--- src/rtl/lut4_inv_rv32.sv ---
// Builds the inverse of a 4-bit S-box held as 16 nibbles in two XLEN words, and flags non-bijective S-boxes.
// Define LUT4_INV_DUAL_EN to process two table entries per cycle; the results are unchanged.
module lut4_inv_rv32 #(
  parameter int XLEN = 32
) (
  input  logic            g_clk,
  input  logic            g_reset,
  input  logic            i_valid,
  output logic            i_ready,
  input  logic [XLEN-1:0] rs1,
  input  logic [XLEN-1:0] rs2,
  output logic            o_valid,
  input  logic            o_ready,
  output logic [XLEN-1:0] rd_lo,
  output logic [XLEN-1:0] rd_hi,
  output logic            err
);

`ifdef LUT4_INV_DUAL_EN
  localparam int CNT_W = 3;
`else
  localparam int CNT_W = 4;
`endif
  localparam logic [CNT_W-1:0] CNT_LAST = '1;

  typedef enum logic [1:0] {IDLE, BUSY, DONE} state_t;

  state_t              state_q, state_d;
  logic [CNT_W-1:0]    cnt_q, cnt_d;
  logic [2*XLEN-1:0]   src_q, src_d;
  logic [2*XLEN-1:0]   tbl_q, tbl_d;
  logic [15:0]         seen_q, seen_d;
  logic                err_q, err_d;
  logic [3:0]          k_a, v_a;
`ifdef LUT4_INV_DUAL_EN
  logic [3:0]          k_b, v_b;
`endif

  always_comb begin
    state_d = state_q;
    cnt_d   = cnt_q;
    src_d   = src_q;
    tbl_d   = tbl_q;
    seen_d  = seen_q;
    err_d   = err_q;
`ifdef LUT4_INV_DUAL_EN
    k_a     = {cnt_q, 1'b0};
    k_b     = {cnt_q, 1'b1};
    v_b     = src_q[{k_b, 2'b00} +: 4];
`else
    k_a     = cnt_q;
`endif
    v_a     = src_q[{k_a, 2'b00} +: 4];
    case (state_q)
      IDLE: begin
        if (i_valid) begin
          src_d   = {rs2, rs1};
          tbl_d   = '0;
          seen_d  = '0;
          cnt_d   = '0;
          err_d   = 1'b0;
          state_d = BUSY;
        end
      end
      BUSY: begin
        tbl_d[{v_a, 2'b00} +: 4] = k_a;
        seen_d[v_a]              = 1'b1;
`ifdef LUT4_INV_DUAL_EN
        // The odd step is applied second so a same-cycle collision keeps the higher index.
        tbl_d[{v_b, 2'b00} +: 4] = k_b;
        seen_d[v_b]              = 1'b1;
`endif
        cnt_d = cnt_q + 1'b1;
        if (cnt_q == CNT_LAST) begin
          err_d   = ~&seen_d;
          state_d = DONE;
        end
      end
      DONE: begin
        if (o_ready) begin
          err_d   = 1'b0;
          state_d = IDLE;
        end
      end
      default: state_d = IDLE;
    endcase
  end

  always_ff @(posedge g_clk or posedge g_reset) begin
    if (g_reset) begin
      state_q <= IDLE;
      cnt_q   <= '0;
      src_q   <= '0;
      tbl_q   <= '0;
      seen_q  <= '0;
      err_q   <= 1'b0;
    end else begin
      state_q <= state_d;
      cnt_q   <= cnt_d;
      src_q   <= src_d;
      tbl_q   <= tbl_d;
      seen_q  <= seen_d;
      err_q   <= err_d;
    end
  end

  assign i_ready = (state_q == IDLE);
  assign o_valid = (state_q == DONE);
  assign rd_lo   = tbl_q[XLEN-1:0];
  assign rd_hi   = tbl_q[2*XLEN-1:XLEN];
  assign err     = err_q;

endmodule
--- config.mk ---
export PLATFORM = sky130hd
export DESIGN_NAME = lut4_inv_rv32
export DESIGN_NICKNAME = d
export VERILOG_FILES = /design/src/rtl/lut4_inv_rv32.sv
export SDC_FILE = /design/constraint.sdc
export NUM_CORES = 1
export LEC_CHECK = 0
export BUFFER_PORTS_ARGS = -buffer_cell sky130_fd_sc_hd__buf_2
export CAP_MARGIN = 20
export CORE_ASPECT_RATIO = 2
export CORE_MARGIN = 1.5
export CORE_UTILIZATION = 47
export CTS_BUF_LIST = sky130_fd_sc_hd__clkbuf_2
export DETAILED_ROUTE_END_ITERATION = 16
export PLACE_DENSITY = 0.7
export SYNTH_ARGS = -nofsm -noshare
export SYNTH_HDL_FRONTEND = slang
export SYNTH_SLANG_ARGS = --single-unit
--- constraint.sdc ---
create_clock -name g_clk -period 14.35 [get_ports g_clk]
set_input_delay 1.435 -clock g_clk [delete_from_list [all_inputs] [get_ports g_clk]]
set_output_delay 1.435 -clock g_clk [all_outputs]
set_load 0.01 [all_outputs]
Yosys cells after proc, flatten, opt, wreduce, memory -nomap -nowiden
Cells that the tools add are included.

cells by class
  shift-type cells = 3
  reduce and logical (&&, ||, !) cells = 10
  add/sub/neg operators = 2
  $lt $le $gt $ge = 2
  equality and inequality tests = 6
  bitwise logic cells = 1
  muxes and demuxes = 17

operators by type and width
  cell                                                  count
  case mux 64 bit (2 select lines)                      1
  bitwise mux 64 bit                                    1
  2-to-1 mux 64 bit                                     1
  variable shift 4 x 8 -> 64 bit, first input constant  1
  indexed part select 4 x 8 -> 64 bit                   1
  indexed part select 64 x 7 -> 4 bit                   1
  case mux 16 bit (2 select lines)                      1
  2-to-1 mux 16 bit                                     1
  OR 16 bit                                             1
  AND reduction 16 bit                                  1
  negator 6 -> 8 bit                                    1
  case mux 4 bit (2 select lines)                       1
  2-to-1 mux 2 bit                                      3
  case mux 2 bit (3 select lines)                       1
  < comparator 4 x 5 -> 1 bit, second input constant    1
  adder 4 x 1 -> 4 bit, second input constant           1
  demux 1 bit (select 4 bit)                            1
  == test 4 bit, second input constant                  1
  >= comparator 4 x 1 -> 1 bit, second input constant   1
  2-to-1 mux 1 bit                                      4
  2-to-1 mux 4 bit                                      1
  != test 2 bit, second input constant                  2
  AND reduction 2 bit                                   2
  AND reduction 4 bit                                   1
  other kinds (10)                                      10

word-level totals
  output and inout bits = 67
  logic and storage cells = 47
  bits of input ports = 68
  register bits = 151

Depth between registers and ports, before layout
  word-level depth = 10
  depth in mapped cells = 13
  depth with buffers taken out = 9

Worst setup path after synthesis
Ideal clock, no wire load.

  kind = reg2reg
  start point = register cnt_q[0]
  end point = register tbl_q[12]
  arrival = 3.219 ns
  setup time = 0.067 ns
  slack = 11.064 ns
  required time = 14.283 ns
  path buffers = 3
  clock period less this slack = 3.286 ns
  cell stages (with the launch flop) = 13
  cells stage by stage = dfrtp_1 > buf_6 > mux4_2 > mux2_2 > mux2i_4 > ha_1 > clkbuf_1 > inv_1 > xnor2_1 > buf_1 > nand3_1 > nor2_1 > a22o_1

on the way
  word-level cells in the longest chain between the ends = 5
  elaborated cells on any way between the ends = 6
  those cells by class = add/sub: 1; shift: 3; mux: 2

ends and longest elaborated chain
  item                                                                                          RTL line  RTL
  from (decl)                                                                                   29        logic [CNT_W-1:0] cnt_q, cnt_d;
  from (signal assigned)                                                                        99        cnt_q <= cnt_d;
  indexed part select 64 x 7 -> 4 bit                                                           53        v_a = src_q[{k_a, 2'b00} +: 4];
  negator 6 -> 8 bit                                                                            66        tbl_d[{v_a, 2'b00} +: 4] = k_a;
  indexed part select 4 x 8 -> 64 bit / variable shift 4 x 8 -> 64 bit (equally long branches)  66
  bitwise mux 64 bit *                                                                          66
  case mux 64 bit (2 select lines) *                                                            54        case (state_q)
  to (signal assigned)                                                                          101       tbl_q <= tbl_d;
  to (decl)                                                                                     31        logic [2*XLEN-1:0] tbl_q, tbl_d;

Mark *: on every way between the ends. The rest lies on a longest branch, timed or not.
A chain may end at the register's enable or synchronous reset.

Final worst setup path
Ends and elaborated chain as after synthesis.

==> flow_metrics.env <==
export IMPL_ys_types=60
export IMPL_portBuffers=134
export IMPL_skew_ns=0.0348
export IMPL_r2r_start="cnt_q[0]$_DFFE_PP0P_"
export IMPL_final_cell_count_no_fill=1042
export IMPL_cp_arrival_ns=4.86
export IMPL_fin_nets=908
export IMPL_dr_total_vias=5717
export IMPL_wl_per_cell_um=17.7
export IMPL_gr_total_overflow=0
export IMPL_grt_pass1_vias=5695
export IMPL_synth_cells=714
export IMPL_critPathLaunchType="flop"
export IMPL_max_cap_violations=0
export IMPL_core_um2=14700
export IMPL_fin_crit_ns=4.17
export IMPL_tritoncts="built"
export IMPL_timing_final_crit_share=0.290
export IMPL_cp_max_fo=30
export IMPL_synthToLayoutAreaGrowth_pct=15.4
export IMPL_viasPerCell=5.49
export IMPL_cellPowerDensity_nw_per_um2=276
export IMPL_die_y_um=176
export IMPL_cp_slowest_cell="dfrtp_2"
export IMPL_register_area_um2=3780
export IMPL_tns_ns=0
export IMPL_synth_edf_count=0
export IMPL_clkSinkCount=151
export IMPL_htree_levels=4
export IMPL_drc=0
export IMPL_clk_latency_ns=0.73
export IMPL_globalplace_congestion=0.944
export IMPL_max_slew_worst_pin_slew_ns=0.984
export IMPL_cts_resized=0
export IMPL_synthesis_area_um2=7030
export IMPL_endpoint="tbl_q[12]$_DFFE_PP0P_"
export IMPL_clk_pin_slew_ns=0.24
export IMPL_cts_inserted_buffers=17
export IMPL_multi_input_area_um2=3050
export IMPL_clock_path_buffers=2
export IMPL_crit_start="cnt_q[0]$_DFFE_PP0P_"
export IMPL_slowest_delay_ns=1.00
export IMPL_firstDrtPassIters=6
export IMPL_critPathKind="flop to flop"
export IMPL_antenna_found_initial=1
export IMPL_r2r_slack_ns=10.18
export IMPL_io_pins=135
export IMPL_drt_iter0_drc=386
export IMPL_synthTopCellsByArea="dfrtp_1, nand2_1, mux4_2"
export IMPL_grt_max_degree=105
export IMPL_wirelength_mm=18.4
export IMPL_initial_utilization=0.477
export IMPL_synthArstFlopShare=1.00
export IMPL_final_common_cell="nand2_1"
export IMPL_rows=63
export IMPL_rsz0062_at_grt="false"
export IMPL_ys_seq_elements=151
export IMPL_final_cell_mix="nand2_1, dfrtp_1, buf_2"
export IMPL_synth_top_area_frac=0.537
export IMPL_synth_area_per_cell_um2=9.85
export IMPL_ant_nets=0
export IMPL_status="completed"
export IMPL_hold_path_depth=2
export IMPL_track_usage=0.247
export IMPL_r2r_cells=10
export IMPL_yosysTopAreaCell="dfrtp_1"
export IMPL_postCtsSetupBuffers=0
export IMPL_slew_headroom=0.344
export IMPL_power_total_w=0.00224
export IMPL_dp_hpwl_mm=13.1
export IMPL_max_vdd_ir_drop_mv=0.158
export IMPL_synth_warnings=0
export IMPL_slew_violations=0
export IMPL_postCtsHoldBufs=0
export IMPL_synthFlopType="dfrtp_1"
export IMPL_r2r_end="tbl_q[12]$_DFFE_PP0P_"
export IMPL_hold_viol=0
export IMPL_die_area_um2=15700
export IMPL_setup_viol=0
export IMPL_grt_pass1_wl_mm=29.1
export IMPL_hold_path_class="flop to flop"
export IMPL_cp_cell_sequence="mux4_2 -> mux2_2 -> mux2i_4 -> ha_1 -> inv_1 -> xnor2_1 -> buf_4 -> nand3_1 -> nor2_1 -> a22o_1"
export IMPL_p_leak_nw=4.24
export IMPL_ctsRootBufferMaster="clkbuf_2"
export IMPL_nFillCells=1394
export IMPL_synth_nets=789
export IMPL_dp_cells=1007
export IMPL_final_util=0.551
export IMPL_worstPathRequired_ns=15.05
export IMPL_fmax_mhz=240
export IMPL_die_x_um=89.5
export IMPL_cp_end_kind="flop"
export IMPL_layout_drive_gt1_share=0.247
export IMPL_ys_seq_area_frac=0.537
## registers in the layout, summed over array words and instances (netlist names)
| register | flops |
|---|---|
| src_q | 64 |
| tbl_q | 64 |
| seen_q | 16 |
| cnt_q | 4 |
| state_q | 2 |
| err | 1 |
## synthesized netlist by cell type, types with 4 or more instances
cell	n
dfrtp_1	151
a31oi_1	15
nor2b_1	6
o22ai_1	14
nor2_1	40
o211ai_1	5
inv_1	12
a22o_1	31
ha_1	7
and3_1	5
nand4_1	6
nand3_1	14
o21ai_0	15
buf_2	4
o21a_1	5
a21oi_1	9
nand2_1	248
mux2i_1	21
mux4_2	14
clkbuf_1	33
nand2b_1	4
## per-stage QoR
stage / setup WS (ns) / hold slack (ns) / instance area, um2
2_1_floorplan: 8.85 / 0.440 / 7030
3_3_place_gp: 9.89 / 0.453 / 7830
4_1_cts: 9.87 / 0.505 / 8090
6_report: 10.18 / 0.502 / 8120
3_5_place_dp: 9.87 / 0.459 / 7830
5_1_grt: 9.86 / 0.528 / 8120
## metal layers
| layer | vias up | track usage | share of wire | wire length [um] |
|---|---|---|---|---|
| met5 | - | 0 | 0 | 0 |
| met4 | 0 | 0.123 | 0.045 | 826 |
| met3 | 52 | 0.0421 | 0.038 | 702 |
| met2 | 203 | 0.442 | 0.55 | 10200 |
| met1 | 2759 | 0.271 | 0.36 | 6690 |
| li1 | 2703 | - | - | - |
## final cells by class
class | instances | area share
Antenna cell | 1 | 0.000308
Clock buffer | 17 | 0.0105
Clock inverter | 15 | 0.0214
Inverter | 13 | 0.00663
Multi-Input combinational cell | 510 | 0.376
Sequential cell | 151 | 0.466
Tap cell | 195 | 0.0301
Timing Repair Buffer | 140 | 0.0897
## kinds of logic (layout without fill, tap and decap cells)
group | count (synthesis) | count (layout) | synth area share
adders and majority gates | 7 | 7 | 0.0125
and+or+nand+nor | 343 | 343 | 0.205
xor gates and xnor gates | 1 | 1 | 0.00125
muxes | 39 | 39 | 0.0827
DFF | 151 | 151 | 0.537
buffers and inverters | 53 | 185 | 0.0306
AOI/OAI and AO/OA | 120 | 120 | 0.130
other | 0 | 1 | 0
## critical path, delay by kind of cell, from the launching register on
kind | cells | cell delay [ns]
adders and majority gates | 1 | 0.42
DFF | 1 | 1.00
AOI/OAI and AO/OA | 1 | 0.15
xor gates and xnor gates | 1 | 0.51
muxes | 3 | 1.19
buffers and inverters | 2 | 0.48
and+or+nand+nor | 2 | 0.41
## power breakdown
group	switching, W	internal, W
Sequential	0.000135	0.000588
Clock	0.000159	0.0000976
Combinational	0.000831	0.000430
Total	0.00112	0.00112
## how the worst min path moves through the flow
stage / start / endpoint
finish: src_q[54]$_DFFE_PP0P_ / src_q[54]$_DFFE_PP0P_
global route: src_q[35]$_DFFE_PP0P_ / src_q[35]$_DFFE_PP0P_
CTS: src_q[54]$_DFFE_PP0P_ / src_q[54]$_DFFE_PP0P_
detailed placement: src_q[54]$_DFFE_PP0P_ / src_q[54]$_DFFE_PP0P_
global placement: src_q[15]$_DFFE_PP0P_ / src_q[15]$_DFFE_PP0P_
floorplan: src_q[18]$_DFFE_PP0P_ / src_q[18]$_DFFE_PP0P_
Power figures use the tool's default switching activity.
